### config.mk
export PLATFORM = sky130hd
export DESIGN_NAME = matmul_host_sequencer
export DESIGN_NICKNAME = d
export VERILOG_FILES = /design/src/rtl/matmul_pkg.sv /design/src/rtl/seq_delay_line.sv /design/src/rtl/matmul_host_sequencer.sv
export SDC_FILE = /design/constraint.sdc
export NUM_CORES = 1
export LEC_CHECK = 0
export ABC_AREA = 1
export BUFFER_PORTS_ARGS = -buffer_cell sky130_fd_sc_hd__buf_2
export CAP_MARGIN = 30
export CORE_AREA = 2 2 406 408
export CTS_CLUSTER_DIAMETER = 50
export DETAILED_ROUTE_END_ITERATION = 10
export DIE_AREA = 0 0 408 410
export PLACE_DENSITY = 0.34
export SLEW_MARGIN = 20
export SYNTH_ARGS = -nofsm -noshare
export SYNTH_HDL_FRONTEND = slang
export SYNTH_HIERARCHICAL = 1
export SYNTH_SLANG_ARGS = --single-unit
### constraint.sdc
create_clock -name clk -period 1.7 [get_ports clk]
set_input_delay 0.085 -clock clk [delete_from_list [all_inputs] [get_ports clk]]
set_output_delay 0.085 -clock clk [all_outputs]
set_load 0.005 [all_outputs]
### src/rtl/matmul_pkg.sv
// Shared types and default sizing for the matmul host sequencer.
// The row word is MAT_MUL_SIZE elements of DWIDTH bits, moved as one beat.
package matmul_pkg;

    typedef enum logic [2:0] {
        ST_IDLE,
        ST_LOAD_A,
        ST_LOAD_B,
        ST_WR_FLUSH,
        ST_COMPUTE,
        ST_DRAIN,
        ST_DRAIN_FLUSH
    } seq_state_t;

    localparam int DEF_DWIDTH       = 8;
    localparam int DEF_MAT_MUL_SIZE = 32;
    localparam int ROW_W            = DEF_MAT_MUL_SIZE * DEF_DWIDTH;
    localparam int DEF_AWIDTH       = 7;
    localparam int DEF_NUM_ROWS     = 64;
    localparam int DEF_WR_ALIGN     = 2;
    localparam int DEF_RD_LAT       = 4;

    function automatic logic is_load(input seq_state_t s);
        return (s == ST_LOAD_A) || (s == ST_LOAD_B);
    endfunction

endpackage

### src/rtl/seq_delay_line.sv
// Fixed-depth shift register with asynchronous active-low clear.
// Used to align write data/strobes with the BRAM address and to time read valids.
module seq_delay_line #(
    parameter int DEPTH = 2,
    parameter int WIDTH = 1
) (
    input  logic             clk_i,
    input  logic             rst_ni,
    input  logic [WIDTH-1:0] d_i,
    output logic [WIDTH-1:0] q_o
);

    logic [WIDTH-1:0] stage_q [DEPTH];

    always_ff @(posedge clk_i or negedge rst_ni) begin
        if (!rst_ni) begin
            for (int i = 0; i < DEPTH; i++) begin
                stage_q[i] <= '0;
            end
        end else begin
            stage_q[0] <= d_i;
            for (int i = 1; i < DEPTH; i++) begin
                stage_q[i] <= stage_q[i-1];
            end
        end
    end

    assign q_o = stage_q[DEPTH-1];

endmodule

### src/rtl/matmul_host_sequencer.sv
// Host-side sequencer: loads A then B rows into the matmul BRAMs, runs the
// multiply until done_mat_mul, then streams the C rows back out.
module matmul_host_sequencer
    import matmul_pkg::*;
#(
    parameter int DWIDTH       = DEF_DWIDTH,
    parameter int MAT_MUL_SIZE = DEF_MAT_MUL_SIZE,
    parameter int AWIDTH       = DEF_AWIDTH,
    parameter int NUM_ROWS     = DEF_NUM_ROWS,
    parameter int WR_ALIGN     = DEF_WR_ALIGN,
    parameter int RD_LAT       = DEF_RD_LAT
) (
    input  logic                           clk,
    input  logic                           reset,
    input  logic                           cmd_start,
    input  logic                           in_valid,
    output logic                           in_ready,
    input  logic [MAT_MUL_SIZE*DWIDTH-1:0] in_data,
    output logic                           out_valid,
    output logic [MAT_MUL_SIZE*DWIDTH-1:0] out_data,
    output logic                           busy,
    output logic                           job_done,
    output logic                           enable_writing_to_mem,
    output logic                           enable_reading_from_mem,
    output logic [AWIDTH-1:0]              addr_pi,
    output logic [MAT_MUL_SIZE*DWIDTH-1:0] data_pi,
    output logic                           we_a,
    output logic                           we_b,
    output logic                           we_c,
    output logic                           start_mat_mul,
    input  logic                           done_mat_mul,
    input  logic [MAT_MUL_SIZE*DWIDTH-1:0] data_from_out_mat
);

    localparam int RW    = MAT_MUL_SIZE * DWIDTH;
    // One extra bit so NUM_ROWS == 2^AWIDTH can be counted without aliasing.
    localparam int CNT_W = AWIDTH + 1;
    localparam int FL_W  = $clog2(WR_ALIGN + RD_LAT + 1) + 1;

    localparam logic [CNT_W-1:0] LAST_ROW = CNT_W'(NUM_ROWS - 1);
    localparam logic [FL_W-1:0]  WR_LAST  = FL_W'(WR_ALIGN - 1);
    localparam logic [FL_W-1:0]  RD_LAST  = FL_W'(RD_LAT);

    seq_state_t       state_q, state_d;
    logic [CNT_W-1:0] row_cnt_q, row_cnt_d;
    logic [FL_W-1:0]  flush_cnt_q, flush_cnt_d;

    logic             accept;
    logic [RW+1:0]    wr_dl_in;
    logic [RW+1:0]    wr_dl_out;
    logic             rd_dl_in;

    assign in_ready = is_load(state_q);
    assign accept   = in_valid & in_ready;

    always_ff @(posedge clk or negedge reset) begin
        if (!reset) begin
            state_q     <= ST_IDLE;
            row_cnt_q   <= '0;
            flush_cnt_q <= '0;
        end else begin
            state_q     <= state_d;
            row_cnt_q   <= row_cnt_d;
            flush_cnt_q <= flush_cnt_d;
        end
    end

    always_comb begin
        state_d                 = state_q;
        row_cnt_d               = row_cnt_q;
        flush_cnt_d             = flush_cnt_q;
        busy                    = (state_q != ST_IDLE);
        enable_writing_to_mem   = 1'b0;
        enable_reading_from_mem = 1'b0;
        start_mat_mul           = 1'b0;
        we_c                    = 1'b0;
        job_done                = 1'b0;
        addr_pi                 = '0;

        unique case (state_q)
            ST_IDLE: begin
                if (cmd_start) begin
                    state_d     = ST_LOAD_A;
                    row_cnt_d   = '0;
                    flush_cnt_d = '0;
                end
            end
            ST_LOAD_A, ST_LOAD_B: begin
                enable_writing_to_mem = 1'b1;
                addr_pi               = row_cnt_q[AWIDTH-1:0];
                if (accept) begin
                    if (row_cnt_q == LAST_ROW) begin
                        state_d     = (state_q == ST_LOAD_A) ? ST_LOAD_B : ST_WR_FLUSH;
                        row_cnt_d   = '0;
                        flush_cnt_d = '0;
                    end else begin
                        row_cnt_d = row_cnt_q + 1'b1;
                    end
                end
            end
            ST_WR_FLUSH: begin
                // Hold the write enable until the last delayed strobe has left.
                enable_writing_to_mem = 1'b1;
                if (flush_cnt_q == WR_LAST) begin
                    state_d     = ST_COMPUTE;
                    flush_cnt_d = '0;
                end else begin
                    flush_cnt_d = flush_cnt_q + 1'b1;
                end
            end
            ST_COMPUTE: begin
                start_mat_mul = 1'b1;
                we_c          = 1'b1;
                if (done_mat_mul) begin
                    state_d   = ST_DRAIN;
                    row_cnt_d = '0;
                end
            end
            ST_DRAIN: begin
                enable_reading_from_mem = 1'b1;
                addr_pi                 = row_cnt_q[AWIDTH-1:0];
                if (row_cnt_q == LAST_ROW) begin
                    state_d     = ST_DRAIN_FLUSH;
                    row_cnt_d   = '0;
                    flush_cnt_d = '0;
                end else begin
                    row_cnt_d = row_cnt_q + 1'b1;
                end
            end
            ST_DRAIN_FLUSH: begin
                // RD_LAT cycles to empty the read pipe, then one cycle for job_done.
                enable_reading_from_mem = 1'b1;
                if (flush_cnt_q == RD_LAST) begin
                    job_done    = 1'b1;
                    state_d     = ST_IDLE;
                    flush_cnt_d = '0;
                end else begin
                    flush_cnt_d = flush_cnt_q + 1'b1;
                end
            end
            default: begin
                state_d = ST_IDLE;
            end
        endcase
    end

    assign wr_dl_in = {(accept ? in_data : {RW{1'b0}}), accept, (state_q == ST_LOAD_B)};

    seq_delay_line #(
        .DEPTH (WR_ALIGN),
        .WIDTH (RW + 2)
    ) u_wr_delay (
        .clk_i  (clk),
        .rst_ni (reset),
        .d_i    (wr_dl_in),
        .q_o    (wr_dl_out)
    );

    assign data_pi = wr_dl_out[RW+1:2];
    assign we_a    = wr_dl_out[1] & ~wr_dl_out[0];
    assign we_b    = wr_dl_out[1] &  wr_dl_out[0];

    assign rd_dl_in = (state_q == ST_DRAIN);

    seq_delay_line #(
        .DEPTH (RD_LAT),
        .WIDTH (1)
    ) u_rd_delay (
        .clk_i  (clk),
        .rst_ni (reset),
        .d_i    (rd_dl_in),
        .q_o    (out_valid)
    );

    assign out_data = out_valid ? data_from_out_mat : {RW{1'b0}};

endmodule
### Word-level counts from Yosys, hierarchy flattened

Index checks and enable logic that the tools add are counted.

* register bits after elaboration: 535
* latch bits: 0
* memory bits (writable): 0
* memory bits (read-only): 0
* input port bits: 517
* logic and storage cells: 71
* memories: 0

* $add $sub $neg: 2
* $mul: 0
* div/mod/pow operators: 0
* order comparisons: 0
* equality and inequality tests: 16
* shift-type cells: 0
* mux-type cells: 28
* bitwise operators: 4
* reduce and logical (&&, ||, !) cells: 12

Operators by type and width (count)
* two-way mux 256 bit: 2
* two-way mux 8 bit: 4
* case mux 8 bit (4 select lines): 1
* two-way mux 3 bit: 7
* two-way mux 4 bit: 5
* case mux 4 bit (5 select lines): 1
* case mux 3 bit (6 select lines): 1
* inequality test 2 bit, second input constant: 7
* equality test 3 bit, second input constant: 3
* adder 8 x 1 -> 8 bit, second input constant: 1
* equality test 8 x 6 -> 1 bit, second input constant: 1
* two-way mux 7 bit: 1
* AND reduction 7 bit: 1
* equality test 3 x 2 -> 1 bit, second input constant: 2
* two-way mux 1 bit: 6
* OR reduction 3 bit: 2
* nonzero test 5 bit: 1
* adder 4 x 1 -> 4 bit, second input constant: 1
* equality test 4 x 1 -> 1 bit, second input constant: 1
* equality test 4 x 3 -> 1 bit, second input constant: 1
* AND reduction 4 bit: 1
* nonzero test 4 bit: 1
* OR reduction 2 bit: 2
* bitwise AND 1 bit: 3
* other kinds (6): 6

### Depth between registers and ports, before layout

* word-level depth: 5
* gate-level depth with buffers: 10

### Hierarchy

The synthesis kept the hierarchy.

By module, submodules not included
* seq_delay_line at u_wr_delay: instances 1, cells an instance 774, area an instance 14849.2 µm², sequential area each 12912.4 µm²
* matmul_host_sequencer: instances 1, cells an instance 1257, area an instance 5371.4 µm², sequential area each 375.4 µm²
* seq_delay_line at u_rd_delay: instances 1, cells an instance 4, area an instance 100.1 µm², sequential area each 100.1 µm²

### Worst setup path before layout

No wires, ideal clock.

* path type: flip-flop to flip-flop
* start: register row_cnt_q[0]
* end: register state_q[1]
* setup time: 0.117 ns
* arrival: 1.323 ns
* slack: 0.260 ns
* stages on the path, launching flop included: 9
* clock period less this slack: 1.440 ns
* cell sequence: dfrtp_1 -> ha_1 -> nand3_1 -> nor2_1 -> nor2_4 -> nor2_1 -> nand2_1 -> nand2_1 -> nand2_1

* longest elaborated chain between the ends: 3
* elaborated cells between the ends (all ways): 4
* those cells by class: 3 x eq/ne; 1 x reduce/logical

Ends and longest elaborated chain
* start, declared: line matmul_host_sequencer.sv:45 `logic [CNT_W-1:0] row_cnt_q, row_cnt_d;`
* start signal, assigned: line matmul_host_sequencer.sv:63 `row_cnt_q <= row_cnt_d;`
* equality test 8 x 6 -> 1 bit *: line matmul_host_sequencer.sv:92, matmul_host_sequencer.sv:122
* inequality test 2 bit (no source line)
* AND reduction 7 bit (no source line) *
* end signal, assigned: line matmul_host_sequencer.sv:62 `state_q <= state_d;`
* end, declared: line matmul_host_sequencer.sv:44 `seq_state_t state_q, state_d;`

Mark *: on every way between the ends. The rest lies on a longest branch, timed or not.
A chain may end at the register's enable or synchronous reset.

### Worst setup path after layout

* start: register u_rd_delay.stage_q, in the netlist u_rd_delay/q_o
* end: output port out_data[28]

* longest elaborated chain between the ends: 1

Ends and longest elaborated chain
* start, declared: line seq_delay_line.sv:13 `logic [WIDTH-1:0] stage_q [DEPTH];`
* start signal, assigned by index: line seq_delay_line.sv:23 `stage_q[i] <= stage_q[i-1];`
* two-way mux 256 bit: line matmul_host_sequencer.sv:175 `assign out_data = out_valid ? data_from_out_mat : {RW{1'b0}};`
* end, declared: line matmul_host_sequencer.sv:20 `output logic [MAT_MUL_SIZE*DWIDTH-1:0] out_data,`

Every way passes these cells.

==> impl_results.md <==
* Worst Path Required at 1620 ps
* Seq cells post-synth at 535
* Total Die Area at 167300 µm²
* DRT met1 WL at 32.28 mm
* Post-synth ARST share at 100.0%
* Reg power frac at 37.1%
* Wire length on met3 at 7.161 mm
* Placed cell area at 26860 µm²
* Largest vdd supply drop at 1.200 mV
* Met2 Wirelength at 57.43 mm
* FMAX at 0.4757 GHz
* GRT Residual Overflow at 0
* Post-DP HPWL at 82.67 mm
* Via count at 16800
* Nets@finish at 3732
* Reg clk slew, reported paths at 50 ps
* Worst-path maximum fanout at 5
* TritonCTS clock tree: done
* Crit path arrival time at 2020 ps
* IO Pins at 1046
* Initial antenna violation count at 28
* RSZ-0062 raised after global routing: yes
* Most common cell after layout, fill and taps aside: buf_2
* H-tree levels at 3
* Yosys cell types at 23
* Via density at 3.073
* Pwr Density at 1262 nW/µm²
* DR WL/cell at 19.14 µm
* Synthesis Warnings at 6
* Clk buf depth at 3
* Final Hold Viols at 0
* Hold WS at 164.9 ps
* Predominant post-synthesis flop cell: dfrtp_1
* Worst path slowest cell: dfrtp_4
* Rows at 149
* Status: finished, violations left
* Synthesized area at 20320 µm²
* Chip height at 410 µm
* Max incr delay on CP at 500 ps
* Final worst-path cycle share at 123.7%
* Setup CP Type: reg2out
* Die X at 408 µm
* Sequential-to-total area share from yosys stat at 65.88%
* Final setup vio count at 267
* Worst setup margin at -402.1 ps
* Max Cap Viol at 0
* Final-layout fill cell count at 18130
* Drt pass-1 iters at 5
* First-pass GRT wire length at 139.6 mm
* CTS Buf Count at 75
* Crit end category: primary output
* Port Buffers at 1045
* Gate Count Post-Synth at 2035
* Clk root buf: clkbuf_16
* P_leak at 20.74 nW
* Routability Congestion at 1.050
* HP Class: in2async
* 1st-iter DRT viols at 596
* Placeable Area at 163500 µm²
* DRC errors left at 0
* Combinational Power Share at 25.6%
* Clock Power Share at 37.3%
* Slew Viols, Final at 0
* Vias in the first global route at 17750
* Clock Sinks at 535
* Initial core utilization at 12.43%
* Total power at 43.43 mW
* Drt total wl at 104.6 mm
* Sw frac at 30.64%
* Post-synth EDFFs at 0
* Share of layout cells above drive strength 1 at 45.84%
* Highest metal used: met5
* Net Count, Synth at 2556
* Worst-margin pin slew at 476.4 ps
* Setup_tns at -64780 ps
* Syn_area_per_cell at 9.986 µm²
* Antenna-violating nets left at 0
* Pin count of the biggest net entering global routing at 68
* CP startpoint kind: flip-flop
* Most frequent cells in the layout: buf_2, dfrtp_1, inv_1
* NetSw at 13.31 mW
* Finished layout cell area at 34420 µm²
* Pint at 30.12 mW
* Clock latency on the worst-skew pair at 650 ps
* All-Layer GR Usage at 12.03%
* Failing checks: setup timing
* CP Cell Sequence: buf_12 > buf_12 > nand2_4 > clkinvlp_4 > buf_2
* Final Critical Period at 2102 ps
* P&R area growth vs syn at 69.37%
* Max-Slew Margin vs Limit at 68.24%
* Most Frequent Cell on Critical Path: buf_12
* Clk_skew at 26.19 ps
[cell usage after synthesis, types with 2 or more instances]
cell | n | share of area, %
inv_1 | 538 | 9.9
dfrtp_1 | 535 | 66
nand2_1 | 313 | 5.8
nor2_1 | 281 | 5.2
buf_4 | 261 | 9.6
buf_6 | 26 | 1.4
clkbuf_1 | 24 | 0.44
nand3_1 | 19 | 0.47
o21ai_0 | 11 | 0.27
buf_1 | 4 | 0.074
ha_1 | 4 | 0.25
nand4_1 | 4 | 0.12
buf_2 | 3 | 0.074
a21oi_1 | 2 | 0.049
nor2_4 | 2 | 0.11
[worst paths after layout]
| check | from | end | slack, ps | cells after the start |
|---|---|---|---|---|
| setup / recovery | u_rd_delay/q_o | out_data[28] | -400 | 5 |
| hold / removal | reset | row_cnt_q[2] | 160 | 3 |
| setup reg to reg | state_q[1] | u_wr_delay/stage_q[438] | 70 | 10 |
| hold reg to reg | u_wr_delay/stage_q[394] | u_wr_delay/q_o[136] | 340 | 0 |
| max in group asynchronous | reset | u_wr_delay/stage_q[413] | 1080 | 4 |
| min in group clk | in_data[67] | u_wr_delay/stage_q[327] | 180 | 4 |
[worst max-delay path: cells and delay by family (launching register included)]
family / cells / cell delay, ps
buffers and inverters: 4 / 790
DFF: 1 / 500
and+or+nand+nor: 1 / 70
[power groups by stage]
stage	combinational [mW]	clock, mW	sequential, mW
after floorplan	5.08	0	16.0
after global placement	8.84	0	16.3
after global routing	12.1	17.3	16.4
after CTS	10.3	16.8	16.2
after detailed placement	8.80	0	16.4
final	11.1	16.2	16.1
[stage by stage]
| stage | instances | utilization (%) | worst slack, ps |
|---|---|---|---|
| after floorplan | 2035 | - | 259.9 |
| after global placement | 5021 | 16.43 | 12.93 |
| after detailed placement | 5021 | 16.43 | 40.79 |
| after CTS | 5434 | 20.19 | -405.6 |
| after global routing | 5463 | 21.05 | -461.8 |
| final | 5465 | 21.05 | -402.1 |
[final cells by class]
cell class	instances	area (µm²)	share of cell area, %
multi-input combinational	643	3341	9.707
inverter	539	2121	6.162
clock inverter	37	510.5	1.483
clock buffer	99	2117	6.151
timing repair buffer	1417	10180	29.57
tap	2189	2739	7.958
antenna	6	15.01	0.04363
sequential	535	13400	38.92
[what timing repair did]
item                       CTS  global route
pin swaps                    1            19
buffers inserted            10            10
setup endpoints to repair  271           334
gates resized for setup    204           278
cloned                       6            19
hold endpoints to repair   803             0
hold buffers               261             0
[registers in the layout, indices dropped and copies added, names as in the netlist]
register	count
u_wr_delay/stage_q	258
flush_cnt_q	4
u_wr_delay/q_o	258
u_rd_delay/stage_q	3
state_q	3
row_cnt_q	8
u_rd_delay/q_o	1
[cell families after synthesis]
group	share of synthesized area [%]
buf+inv	21.63
simple gates	11.83
flops	65.88
compound gates	0.3202
fa+ha+maj	0.2463
xor+xnor	0.08622
[layer usage]
metal	vias to the layer above	GRT usage (%)
li1	7748	-
met1	8142	10.70
met2	683	23.23
met3	198	3.736
met4	24	7.676
met5	-	0
Note: power is estimated with default switching activity, not from simulation.
